`src/rtl/neuron_scheduler.sv`:
```
// Sequences one fully-connected inference pass: collect an input vector, stream
// (input, weight) pairs into the shared MAC per neuron, saturate and transmit each result.
module neuron_scheduler #(
    parameter int N_NEURONS = 4,
    parameter int N_INPUTS  = 16,
    parameter int ADDR_W    = 8,
    parameter int ACC_W     = 20,
    parameter int SHIFT     = 4
) (
    input  logic              clk,
    input  logic              reset,
    input  logic              weights_ready,
    input  logic              rx_done,
    input  logic [7:0]        rx_data,
    output logic [ADDR_W-1:0] w_rd_addr,
    input  logic [7:0]        w_rd_data,
    output logic              mac_clear,
    output logic              mac_valid,
    output logic [7:0]        mac_a,
    output logic [7:0]        mac_b,
    input  logic [ACC_W-1:0]  mac_acc,
    output logic              tx_start,
    output logic [7:0]        tx_data,
    input  logic              tx_busy,
    output logic              busy,
    output logic              frame_done,
    output logic              rx_overrun,
    output logic [2:0]        dbg_state
);

    localparam int CNT_W = (N_INPUTS > 1) ? $clog2(N_INPUTS) : 1;
    localparam int N_W   = (N_NEURONS > 1) ? $clog2(N_NEURONS) : 1;
    localparam logic signed [ACC_W-1:0] SAT_MAX = ACC_W'(127);
    localparam logic signed [ACC_W-1:0] SAT_MIN = ACC_W'(-128);

    typedef enum logic [2:0] {
        S_IDLE    = 3'd0,
        S_COLLECT = 3'd1,
        S_CLEAR   = 3'd2,
        S_ISSUE   = 3'd3,
        S_DRAIN   = 3'd4,
        S_LATCH   = 3'd5,
        S_SEND    = 3'd6,
        S_GAP     = 3'd7
    } state_t;

    state_t           state_q, state_d;
    logic [CNT_W-1:0] cnt_q, cnt_d;
    logic [CNT_W-1:0] i_q, i_d;
    logic [N_W-1:0]   n_q, n_d;
    logic [7:0]       a_q, a_d;
    logic             valid_q, valid_d;
    logic [7:0]       tx_q, tx_d;
    logic             ovr_q, ovr_d;
    logic [7:0]       in_buf_q [N_INPUTS];

    logic                    cnt_last, i_last, n_last;
    logic signed [ACC_W-1:0] shifted;
    logic [7:0]              sat;

    assign cnt_last = (cnt_q == CNT_W'(N_INPUTS - 1));
    assign i_last   = (i_q == CNT_W'(N_INPUTS - 1));
    assign n_last   = (n_q == N_W'(N_NEURONS - 1));

    always_ff @(posedge clk or posedge reset) begin
        if (reset) begin
            state_q <= S_IDLE;
        end else begin
            state_q <= state_d;
        end
    end

    always_comb begin
        state_d = state_q;
        case (state_q)
            S_IDLE:    if (weights_ready) state_d = S_COLLECT;
            S_COLLECT: if (rx_done && cnt_last) state_d = S_CLEAR;
            S_CLEAR:   state_d = S_ISSUE;
            S_ISSUE:   if (i_last) state_d = S_DRAIN;
            S_DRAIN:   state_d = S_LATCH;
            S_LATCH:   state_d = S_SEND;
            S_SEND:    if (!tx_busy) state_d = S_GAP;
            S_GAP:     state_d = n_last ? S_COLLECT : S_CLEAR;
            default:   state_d = S_IDLE;
        endcase
    end

    always_comb begin
        mac_clear  = (state_q == S_CLEAR);
        tx_start   = (state_q == S_SEND) && !tx_busy;
        frame_done = (state_q == S_GAP) && n_last;
        busy       = (state_q != S_IDLE) && (state_q != S_COLLECT);
    end

    // Accumulator is read in LATCH, after the final mac_valid has been absorbed.
    assign shifted = $signed(mac_acc) >>> SHIFT;

    always_comb begin
        if (shifted > SAT_MAX) begin
            sat = 8'h7F;
        end else if (shifted < SAT_MIN) begin
            sat = 8'h80;
        end else begin
            sat = shifted[7:0];
        end
    end

    always_comb begin
        cnt_d   = cnt_q;
        i_d     = i_q;
        n_d     = n_q;
        a_d     = a_q;
        valid_d = 1'b0;
        tx_d    = tx_q;
        ovr_d   = ovr_q | (rx_done & busy);
        case (state_q)
            S_COLLECT: begin
                if (rx_done) begin
                    cnt_d = cnt_last ? '0 : cnt_q + 1'b1;
                    if (cnt_last) n_d = '0;
                end
            end
            S_CLEAR: i_d = '0;
            S_ISSUE: begin
                // Operand a is delayed one cycle to line up with the RAM read latency.
                valid_d = 1'b1;
                a_d     = in_buf_q[i_q];
                i_d     = i_last ? '0 : i_q + 1'b1;
            end
            S_LATCH: tx_d = sat;
            S_GAP: begin
                if (n_last) begin
                    cnt_d = '0;
                end else begin
                    n_d = n_q + 1'b1;
                end
            end
            default: ;
        endcase
    end

    always_ff @(posedge clk or posedge reset) begin
        if (reset) begin
            cnt_q   <= '0;
            i_q     <= '0;
            n_q     <= '0;
            a_q     <= '0;
            valid_q <= 1'b0;
            tx_q    <= '0;
            ovr_q   <= 1'b0;
        end else begin
            cnt_q   <= cnt_d;
            i_q     <= i_d;
            n_q     <= n_d;
            a_q     <= a_d;
            valid_q <= valid_d;
            tx_q    <= tx_d;
            ovr_q   <= ovr_d;
        end
    end

    always_ff @(posedge clk) begin
        if (state_q == S_COLLECT && rx_done) begin
            in_buf_q[cnt_q] <= rx_data;
        end
    end

    assign w_rd_addr  = ADDR_W'(n_q) * ADDR_W'(N_INPUTS) + ADDR_W'(i_q);
    assign mac_valid  = valid_q;
    assign mac_a      = valid_q ? a_q : 8'h00;
    assign mac_b      = valid_q ? w_rd_data : 8'h00;
    assign tx_data    = tx_q;
    assign rx_overrun = ovr_q;
    assign dbg_state  = state_q;

endmodule

```
`config.mk`:
```
export PLATFORM = sky130hd
export DESIGN_NAME = neuron_scheduler
export DESIGN_NICKNAME = d
export VERILOG_FILES = /design/src/rtl/neuron_scheduler.sv
export SDC_FILE = /design/constraint.sdc
export NUM_CORES = 1
export LEC_CHECK = 0
export ABC_CLOCK_PERIOD_IN_PS = 3350
export CAP_MARGIN = 40
export CORE_MARGIN = 1
export CORE_UTILIZATION = 35
export DETAILED_ROUTE_END_ITERATION = 16
export SYNTH_ARGS = -nofsm -noshare
export SYNTH_HDL_FRONTEND = slang
export SYNTH_SLANG_ARGS = --single-unit
```
`constraint.sdc`:
```
create_clock -name clk -period 3.35 [get_ports clk]
set_input_delay 0.67 -clock clk [delete_from_list [all_inputs] [get_ports clk]]
set_output_delay 0.67 -clock clk [all_outputs]
set_load 0.05 [all_outputs]
```
==> impl_metrics.yaml, run 1 <==
routing:
  dr_total_vias: 3964
  firstDrtPassIters: 4
  remaining_drc_errors: 0
  route.detailed.vias_per_inst: 5.15
  routed_wl_mm: 15.0
  antenna_violating_nets_post_route: 0
  drt-wirelength-per-cell_microns: 19.5
  first_iter_violations: 249
global_route:
  grt_most_used_layer: "met2"
  largest_net_degree_at_the_start_of_global_routing: 35
  global_route.usage.met1: 0.199
  grt_pass1_wl_mm: 23.5
  overflow: 0
  groute.layer.met3.usage: 0.0499
  antenna_violations_before_repair: 0
  use_met2: 0.281
  grt_usage: 0.165
  grt_pass1_vias: 4207
timing:
  final.min_clock_period_ns: 2.99
  worst_slew_pin_slew_ns: 0.578
  timing.clock.skew_ns: 0.00756
  finalSetupViolations: 0
  fin_crit_sh: 0.892
  rsz0062_at_grt: "false"
  slew_violations: 0
  sum_of_negative_setup_slack_ns: 0
  timing.final.ws_setup_ns: 0.363
  timing_hold_violations_final: 0
  worst_slew_margin_rel: 0.615
  fmax_mhz: 335
synth:
  synth_area_leader_cell: "sky130_fd_sc_hd__edfxtp_1"
  synth_commonest_cells: "128 x sky130_fd_sc_hd__edfxtp_1, 36 x sky130_fd_sc_hd__nand2_1, 31 x sky130_fd_sc_hd__dfrtp_1"
  synth_top_area_frac: 0.576
  synth_flop_cell: "sky130_fd_sc_hd__edfxtp_1"
  async_reset_ff_frac: 0.195
  synthTopCellsByArea: "sky130_fd_sc_hd__edfxtp_1 58%, sky130_fd_sc_hd__dfrtp_1 12%, sky130_fd_sc_hd__mux4_2 4.4%, sky130_fd_sc_hd__mux2i_1 3.9%, sky130_fd_sc_hd__mux4_1 3.5%"
  number_of_instances_in_the_synthesized_netlist: 428
  synth_enable_flop_cells: 128
  synth.lib_cells_used.distinct: 48
  synthMostInstantiatedCell: "sky130_fd_sc_hd__edfxtp_1"
  avgSynthCellArea_sq_um: 15.6
  syn-cell-area_sq_um: 6670
  ys_seq_area_frac: 0.693
  postSynthRegisterBits: 159
  yosysWarnings: 0
floorplanning:
  die_area_sq_um: 19600
  io_pins: 82
  dieHeight_microns: 140
  core.rowCount: 50
  core_sq_um: 18700
  die_w_microns: 140
  initial_core_util: 0.357
place:
  globalplace.congestion: 0.745
  placement.setup.worst_slack_ns: 0.457
  placed_area_sq_um: 7770
  post-place-cells: 738
  port-buffer-count: 75
  post-dp-hpwl_mm: 9.40
finish:
  num-nets-final: 570
  final_core_util: 0.448
  num_antenna_cells: 0
  fraction_of_final_layout_cells_sized_beyond_drive_strength_1: 0.132
  flow.area_growth_from_synthesis_pct: 25.6
  design_area_sq_um: 8370
  stdcell_count: 770
job:
  timing.max_cap.violations: 0
cts:
  cts.htree.levels: 4
  ctsResizeCount: 0
  cts.sink_count: 159
  cts_tree: "built"
  clkLatencyLatePin_ns: 0.42
  cts_buffers: 17
  cts.clk_slew.worst_paths_ns: 0.06
  cts-hold-fix-buffers: 0
  cts_root_buf: "sky130_fd_sc_hd__clkbuf_16"
  cts_max_path_buffers: 2
  cts_setup_buffers: 0
power_and_ir_drop:
  power.density_nw_per_um2: 784
  worst_ir_drop_vdd_mv: 0.368
  leakage_nw: 2.97
min_path:
  hold_path_class: "reg2reg"
run_status:
  status: "completed"
worst_setup_path:
  cp_data_arrival_time_ns: 2.32
  startpoint_type: "register"
  critical_path_fanout_max: 12
  crit_type: "reg2out"
  worst_ep_required_time_ns: 2.68
  category_of_the_worst_setup_path_capture_point: "primary output"
registers in the layout, summed over array words and instances, names as in the netlist:
register	flops
in_buf_q	128
a_q	8
tx_data	8
cnt_q	4
i_q	4
dbg_state	3
n_q	2
mac_valid	1
rx_overrun	1
cell type report:
type / count / area (sq um)
Clock buffer: 25 / 465
Clock inverter: 7 / 138
Fill cell: 1627 / 10300
Inverter: 11 / 41.3
Multi-Input combinational cell: 236 / 1890
Sequential cell: 159 / 4620
Tap cell: 234 / 293
Timing Repair Buffer: 98 / 923
cell usage in the layout (no fill, tap or decap), types with 3 or more instances in the layout:
master and instances:
sky130_fd_sc_hd__a22oi_1 5, sky130_fd_sc_hd__nand2_1 36, sky130_fd_sc_hd__mux4_2 13, sky130_fd_sc_hd__o211ai_1 3, sky130_fd_sc_hd__mux2_2 8, sky130_fd_sc_hd__o21ai_0 16, sky130_fd_sc_hd__clkdlybuf4s50_1 75, sky130_fd_sc_hd__and2_1 18
sky130_fd_sc_hd__nor2_1 26, sky130_fd_sc_hd__and3_1 3, sky130_fd_sc_hd__mux2i_1 26, sky130_fd_sc_hd__nand4_1 7, sky130_fd_sc_hd__edfxtp_1 128, sky130_fd_sc_hd__ha_1 6, sky130_fd_sc_hd__nor3_1 5, sky130_fd_sc_hd__buf_4 23
sky130_fd_sc_hd__clkbuf_16 17, sky130_fd_sc_hd__dfrtp_1 31, sky130_fd_sc_hd__o21ai_1 3, sky130_fd_sc_hd__nand2b_1 4, sky130_fd_sc_hd__clkbuf_1 7, sky130_fd_sc_hd__nor2b_1 3, sky130_fd_sc_hd__inv_1 11, sky130_fd_sc_hd__bufinv_16 4
sky130_fd_sc_hd__nand3_1 13, sky130_fd_sc_hd__a21oi_1 4, sky130_fd_sc_hd__mux4_1 9
metal layers:
layer,up-vias,part of all wire
met3,21,0.068
met1,1979,0.42
met4,0,0.012
li1,1821,-
met5,-,0
met2,143,0.50
worst paths after layout:
kind / from / endpoint / slack [ns] / depth (start not counted)
min in group asynchronous: reset / tx_data[3] / 0.67 / 3
max in group asynchronous: reset / a_q[2] / 2.35 / 3
max: dbg_state[1] / tx_start / 0.36 / 3
max reg2reg: i_q[1] / a_q[5] / 1.21 / 5
min reg2reg: rx_overrun / rx_overrun / 0.46 / 1
min: rx_overrun / rx_overrun / 0.46 / 1
metrics by stage:
step / hold WS (ns) / power [mW]
final: 0.462 / 6.56
after global routing: 0.491 / 6.86
after CTS: 0.465 / 6.62
after detailed placement: 0.451 / 4.63
after global placement: 0.441 / 4.58
after floorplan: 0.441 / 3.99
critical path: stages (launching register included):
cell and delay (ns):
sky130_fd_sc_hd__dfrtp_1 0.54, sky130_fd_sc_hd__inv_1 0.20, sky130_fd_sc_hd__nor4b_1 0.31, sky130_fd_sc_hd__clkdlybuf4s50_1 0.85
where the power goes:
| group | total, mW | switching (mW) | internal [mW] |
|---|---|---|---|
| logic | 2.05 | 1.26 | 0.796 |
| registers | 2.53 | 0.171 | 2.35 |
| clock network | 1.98 | 0.719 | 1.26 |
| total | 6.56 | 2.15 | 4.42 |
cells by family (layout without fill, tap and decap cells):
logic type | after synthesis | after routing | synth area share
simple gates | 125 | 125 | 0.0934
buf+inv | 34 | 141 | 0.0240
other cells | 1 | 2 | 0.000562
mux | 56 | 56 | 0.132
flops | 159 | 159 | 0.693
fa+ha+maj | 6 | 6 | 0.0113
compound gates | 47 | 47 | 0.0462
No activity file was read; power rests on OpenSTA's default activity.
==> run 2: changes to the inputs <==
--- a/config.mk
+++ b/config.mk
@@ -8,8 +8,9 @@
 export ABC_CLOCK_PERIOD_IN_PS = 3350
 export CAP_MARGIN = 40
 export CORE_MARGIN = 1
-export CORE_UTILIZATION = 35
+export CORE_UTILIZATION = 50
 export DETAILED_ROUTE_END_ITERATION = 16
+export PLACE_DENSITY = 0.73
 export SYNTH_ARGS = -nofsm -noshare
 export SYNTH_HDL_FRONTEND = slang
 export SYNTH_SLANG_ARGS = --single-unit
==> impl_metrics.yaml, run 2 (synthesis results as in run 1) <==
run_status:
  status: "completed"
place:
  placement.setup.worst_slack_ns: 0.472
  port-buffer-count: 75
  placed_area_sq_um: 7680
  post-place-cells: 675
  globalplace.congestion: 0.767
  post-dp-hpwl_mm: 8.89
finish:
  fraction_of_final_layout_cells_sized_beyond_drive_strength_1: 0.140
  num-fill-cells: 924
  largest_register_ff_count: 128
  stdcell_count: 707
  regMostFlops: "in_buf_q"
  most_common_cell_after_layout_fill_and_taps_aside: "sky130_fd_sc_hd__edfxtp_1"
  design_area_sq_um: 8250
  flow.area_growth_from_synthesis_pct: 23.8
  num-nets-final: 569
  layout.cells.most_common_list: "128 x sky130_fd_sc_hd__edfxtp_1, 75 x sky130_fd_sc_hd__clkdlybuf4s50_1, 36 x sky130_fd_sc_hd__nand2_1"
  num_antenna_cells: 0
timing:
  fin_crit_sh: 0.905
  finalSetupViolations: 0
  rsz0062_at_grt: "false"
  fmax_mhz: 330
  slew_violations: 0
  worst_slew_margin_rel: 0.586
  timing.final.ws_setup_ns: 0.317
  timing_hold_violations_final: 0
  sum_of_negative_setup_slack_ns: 0
  worst_slew_pin_slew_ns: 0.618
  final.min_clock_period_ns: 3.03
  timing.clock.skew_ns: 0.00635
worst_setup_path:
  category_of_the_worst_setup_path_capture_point: "primary output"
  crit_path_max_incr_delay_ns: 0.85
  crit_type: "reg2out"
  startpoint_type: "register"
  critical_path.startpoint: "dbg_state[1]"
  worst_ep_required_time_ns: 2.68
  critical_path_fanout_max: 12
  worstReg2RegStart: "dbg_state[0]"
  worstReg2RegEnd: "in_buf_q[10][4]"
  timing.critical_path.max_delay_family: "buffers and inverters"
  worstPathCellList: "inv_1 > nor4b_1 > clkdlybuf4s50_1"
  reg2reg_setup_slack_ns: 1.13
  cp_data_arrival_time_ns: 2.36
  rr_worst_depth: 4
  crit_path_top_delay_cell: "sky130_fd_sc_hd__clkdlybuf4s50_1"
  cp_num_buf_inv: 2
floorplanning:
  initial_core_util: 0.520
  core.rowCount: 41
  die_w_microns: 117
  die_area_sq_um: 13800
  dieHeight_microns: 117
  core_sq_um: 12800
  io_pins: 82
power_and_ir_drop:
  total_power_draw_mw: 6.39
  worst_ir_drop_vdd_mv: 0.479
  leakage_nw: 2.95
  power.density_nw_per_um2: 774
global_route:
  grt_pass1_wl_mm: 21.8
  antenna_violations_before_repair: 1
  use_met2: 0.344
  grt_most_used_layer: "met2"
  grt_usage: 0.216
  groute.layer.met3.usage: 0.0669
  overflow: 0
  grt_pass1_vias: 4058
  largest_net_degree_at_the_start_of_global_routing: 35
  global_route.usage.met1: 0.279
cts:
  cts_buffers: 17
  cts-hold-fix-buffers: 0
  cts_setup_buffers: 0
  cts.htree.levels: 4
  cts.sink_count: 159
  cts_root_buf: "sky130_fd_sc_hd__clkbuf_16"
  cts_max_path_buffers: 2
  cts.clk_slew.worst_paths_ns: 0.06
  ctsResizeCount: 0
  clkLatencyLatePin_ns: 0.42
  cts_tree: "built"
min_path:
  min_to: "rx_overrun"
  worst_hold_launch: "rx_overrun"
  timing.hold.worst_path_depth: 1
  hold_path_class: "reg2reg"
routing:
  remaining_drc_errors: 0
  routed_wl_mm: 13.7
  route.detailed.vias_per_inst: 5.60
  drt-wirelength-per-cell_microns: 19.4
  firstDrtPassIters: 5
  antenna_violating_nets_post_route: 0
  first_iter_violations: 282
  dr_total_vias: 3961
job:
  timing.max_cap.violations: 0
## run 2: worst max-delay path by stage
stage	to	slack, ns	cells after the start
floorplan	tx_start	0.03	3
global placement	tx_start	0.49	3
detailed placement	tx_start	0.47	3
CTS	tx_start	0.31	3
global route	tx_start	0.12	3
finish	tx_start	0.32	3
## run 2: cell type report
type / instances / area (sq um) / area share
timing repair buffer: 97 / 916 / 0.111
inverter: 11 / 41.3 / 0.00500
sequential: 159 / 4620 / 0.560
clock inverter: 15 / 144 / 0.0174
multi-input combinational: 236 / 1890 / 0.229
clock buffer: 17 / 425 / 0.0515
tap: 172 / 215 / 0.0261
## run 2: routing by layer
layer,wire length (microns),vias up,part of all wire
met5,0,-,0
met4,263,0,0.019
met3,828,19,0.060
met2,6620,135,0.48
met1,6020,1975,0.44
li1,-,1832,-
## run 2: report_power, final
| part | switching [mW] | internal (mW) | total (mW) | leakage (nW) |
|---|---|---|---|---|
| registers | 0.200 | 2.35 | 2.55 | 1.54 |
| logic | 1.22 | 0.781 | 2.00 | 1.14 |
| clock network | 0.748 | 1.09 | 1.84 | 0.272 |
## run 2: metrics by stage
stage           util  hold WS (ns)
2_1_floorplan      -         0.441
3_3_place_gp   0.599         0.441
3_5_place_dp   0.599         0.443
4_1_cts        0.644         0.457
5_1_grt        0.644         0.505
6_report       0.644         0.451
==> run 3: changes to the inputs <==
--- a/config.mk
+++ b/config.mk
@@ -10,7 +10,9 @@
 export CORE_MARGIN = 1
 export CORE_UTILIZATION = 50
 export DETAILED_ROUTE_END_ITERATION = 16
-export PLACE_DENSITY = 0.73
+export GPL_TIMING_DRIVEN = 0
+export PLACE_DENSITY = 0.77
+export REMOVE_ABC_BUFFERS = 1
 export SYNTH_ARGS = -nofsm -noshare
 export SYNTH_HDL_FRONTEND = slang
 export SYNTH_SLANG_ARGS = --single-unit
==> impl_metrics.yaml, run 3 (synthesis results as in run 1) <==
power_and_ir_drop:
  leakage_nw: 2.92
  pwr-share-comb: 0.294
  power.share.clock: 0.287
  worst_ir_drop_vdd_mv: 0.452
  seq_power_share: 0.419
  power.density_nw_per_um2: 783
  sw_frac_of_total: 0.345
  internal-power_mw: 4.23
  power_switching_mw: 2.23
worst_setup_path:
  worstPathCellList: "clkdlybuf4s50_1"
  category_of_the_worst_setup_path_capture_point: "primary output"
  critical_path_fanout_max: 35
  cp_num_buf_inv: 1
  crit_path_max_incr_delay_ns: 0.96
  worst_ep_required_time_ns: 2.68
  startpoint_type: "register"
  rr_worst_depth: 3
  worstReg2RegEnd: "in_buf_q[9][4]"
  cp_data_arrival_time_ns: 2.35
  timing.critical_path.max_delay_family: "buffers and inverters"
  reg2reg_setup_slack_ns: 0.95
  worstReg2RegStart: "dbg_state[0]"
  crit_type: "reg2out"
  crit_path_top_delay_cell: "sky130_fd_sc_hd__clkdlybuf4s50_1"
global_route:
  grt_usage: 0.224
  grt_pass1_vias: 4170
  overflow: 0
  antenna_violations_before_repair: 0
  largest_net_degree_at_the_start_of_global_routing: 36
  grt_pass1_wl_mm: 22.8
timing:
  worst_slew_margin_rel: 0.390
  finalSetupViolations: 0
  timing.final.ws_setup_ns: 0.326
  fin_crit_sh: 0.903
  final.min_clock_period_ns: 3.02
  slew_violations: 0
  sum_of_negative_setup_slack_ns: 0
  timing.clock.skew_ns: 0.00792
  worst_slew_pin_slew_ns: 0.912
  timing_hold_violations_final: 0
  rsz0062_at_grt: "false"
  fin_worst_hold_slack_ns: 0.460
  fmax_mhz: 331
finish:
  num_antenna_cells: 0
  flow.area_growth_from_synthesis_pct: 23.7
  most_common_cell_after_layout_fill_and_taps_aside: "sky130_fd_sc_hd__edfxtp_1"
  layout.cells.most_common_list: "128 x sky130_fd_sc_hd__edfxtp_1, 75 x sky130_fd_sc_hd__clkdlybuf4s50_1, 36 x sky130_fd_sc_hd__nand2_1"
  largest_register_ff_count: 128
  fraction_of_final_layout_cells_sized_beyond_drive_strength_1: 0.139
  num-nets-final: 560
  design_area_sq_um: 8250
  regMostFlops: "in_buf_q"
min_path:
  worst_hold_launch: "rx_overrun"
  hold_path_class: "reg2reg"
  min_to: "rx_overrun"
  timing.hold.worst_path_depth: 1
cts:
  cts_tree: "built"
  cts_max_path_buffers: 2
  clkLatencyLatePin_ns: 0.42
  cts.htree.levels: 4
  cts_buffers: 17
  cts-hold-fix-buffers: 0
  cts_setup_buffers: 0
  cts.clk_slew.worst_paths_ns: 0.06
  ctsResizeCount: 0
  cts.sink_count: 159
  cts_root_buf: "sky130_fd_sc_hd__clkbuf_16"
routing:
  dr_total_vias: 3982
  routed_wl_mm: 14.4
  antenna_violating_nets_post_route: 0
  route.detailed.vias_per_inst: 5.70
  drt-wirelength-per-cell_microns: 20.7
  firstDrtPassIters: 5
  first_iter_violations: 315
  remaining_drc_errors: 0
floorplanning:
  core.rowCount: 41
  initial_core_util: 0.520
  io_pins: 82
  die_area_sq_um: 13800
  core_sq_um: 12800
  die_w_microns: 117
  dieHeight_microns: 117
place:
  port-buffer-count: 75
  placement.setup.worst_slack_ns: 0.466
  post-dp-hpwl_mm: 9.55
  placed_area_sq_um: 7660
  globalplace.congestion: 0.826
job:
  timing.max_cap.violations: 0
run_status:
  status: "completed"
[run 3: cell count changes in the layout (fill, tap and decap cells not counted), moves of 2 or more]
cell                      before  now
sky130_fd_sc_hd__buf_4        22   10
sky130_fd_sc_hd__nor3_1        5    1
sky130_fd_sc_hd__nor3_2        0    4
sky130_fd_sc_hd__dfrtp_1      31   29
sky130_fd_sc_hd__dfrtp_2       0    2
[run 3: worst max-delay path by stage]
stage | start | end | slack [ns] | depth (start not counted)
floorplan | dbg_state[1] | tx_start | 0.03 | 2
global placement | rx_done | in_buf_q[0][2] | -0.05 | 4
detailed placement | rx_done | in_buf_q[7][1] | 0.47 | 4
CTS | i_q[2] | w_rd_addr[2] | 0.30 | 1
global route | dbg_state[1] | tx_start | 0.19 | 3
finish | i_q[2] | w_rd_addr[2] | 0.33 | 1
[run 3: layout make-up]
cell class                      instances  area [sq um]
Clock buffer                           17           425
Clock inverter                         15           145
Fill cell                             899          4570
Inverter                               11          41.3
Multi-Input combinational cell        236          1910
Sequential cell                       159          4620
Tap cell                              172           215
Timing Repair Buffer                   88           888
[run 3: power by group through the flow]
stage,Sequential [mW],Clock [mW],Combinational (mW)
after global routing,2.76,1.95,2.03
after global placement,2.77,0,1.76
after detailed placement,2.74,0,1.89
after CTS,2.70,1.87,1.91
final,2.71,1.86,1.90
after floorplan,2.97,0,0.959
[run 3: per-layer routing]
| layer | share of wire | wire length (microns) | up-vias | global-route usage |
|---|---|---|---|---|
| met5 | 0 | 0 | - | 0 |
| met4 | 0.023 | 335 | 0 | 0.0954 |
| met3 | 0.057 | 828 | 33 | 0.0586 |
| met2 | 0.51 | 7320 | 155 | 0.371 |
| met1 | 0.41 | 5950 | 1984 | 0.280 |
| li1 | - | - | 1810 | - |
[run 3: per-stage QoR]
step | instances | power, mW | utilization
after floorplan | 406 | 3.93 | -
after global placement | 653 | 4.53 | 0.586
after detailed placement | 664 | 4.63 | 0.598
after CTS | 696 | 6.49 | 0.642
after global routing | 698 | 6.73 | 0.643
final | 698 | 6.46 | 0.643
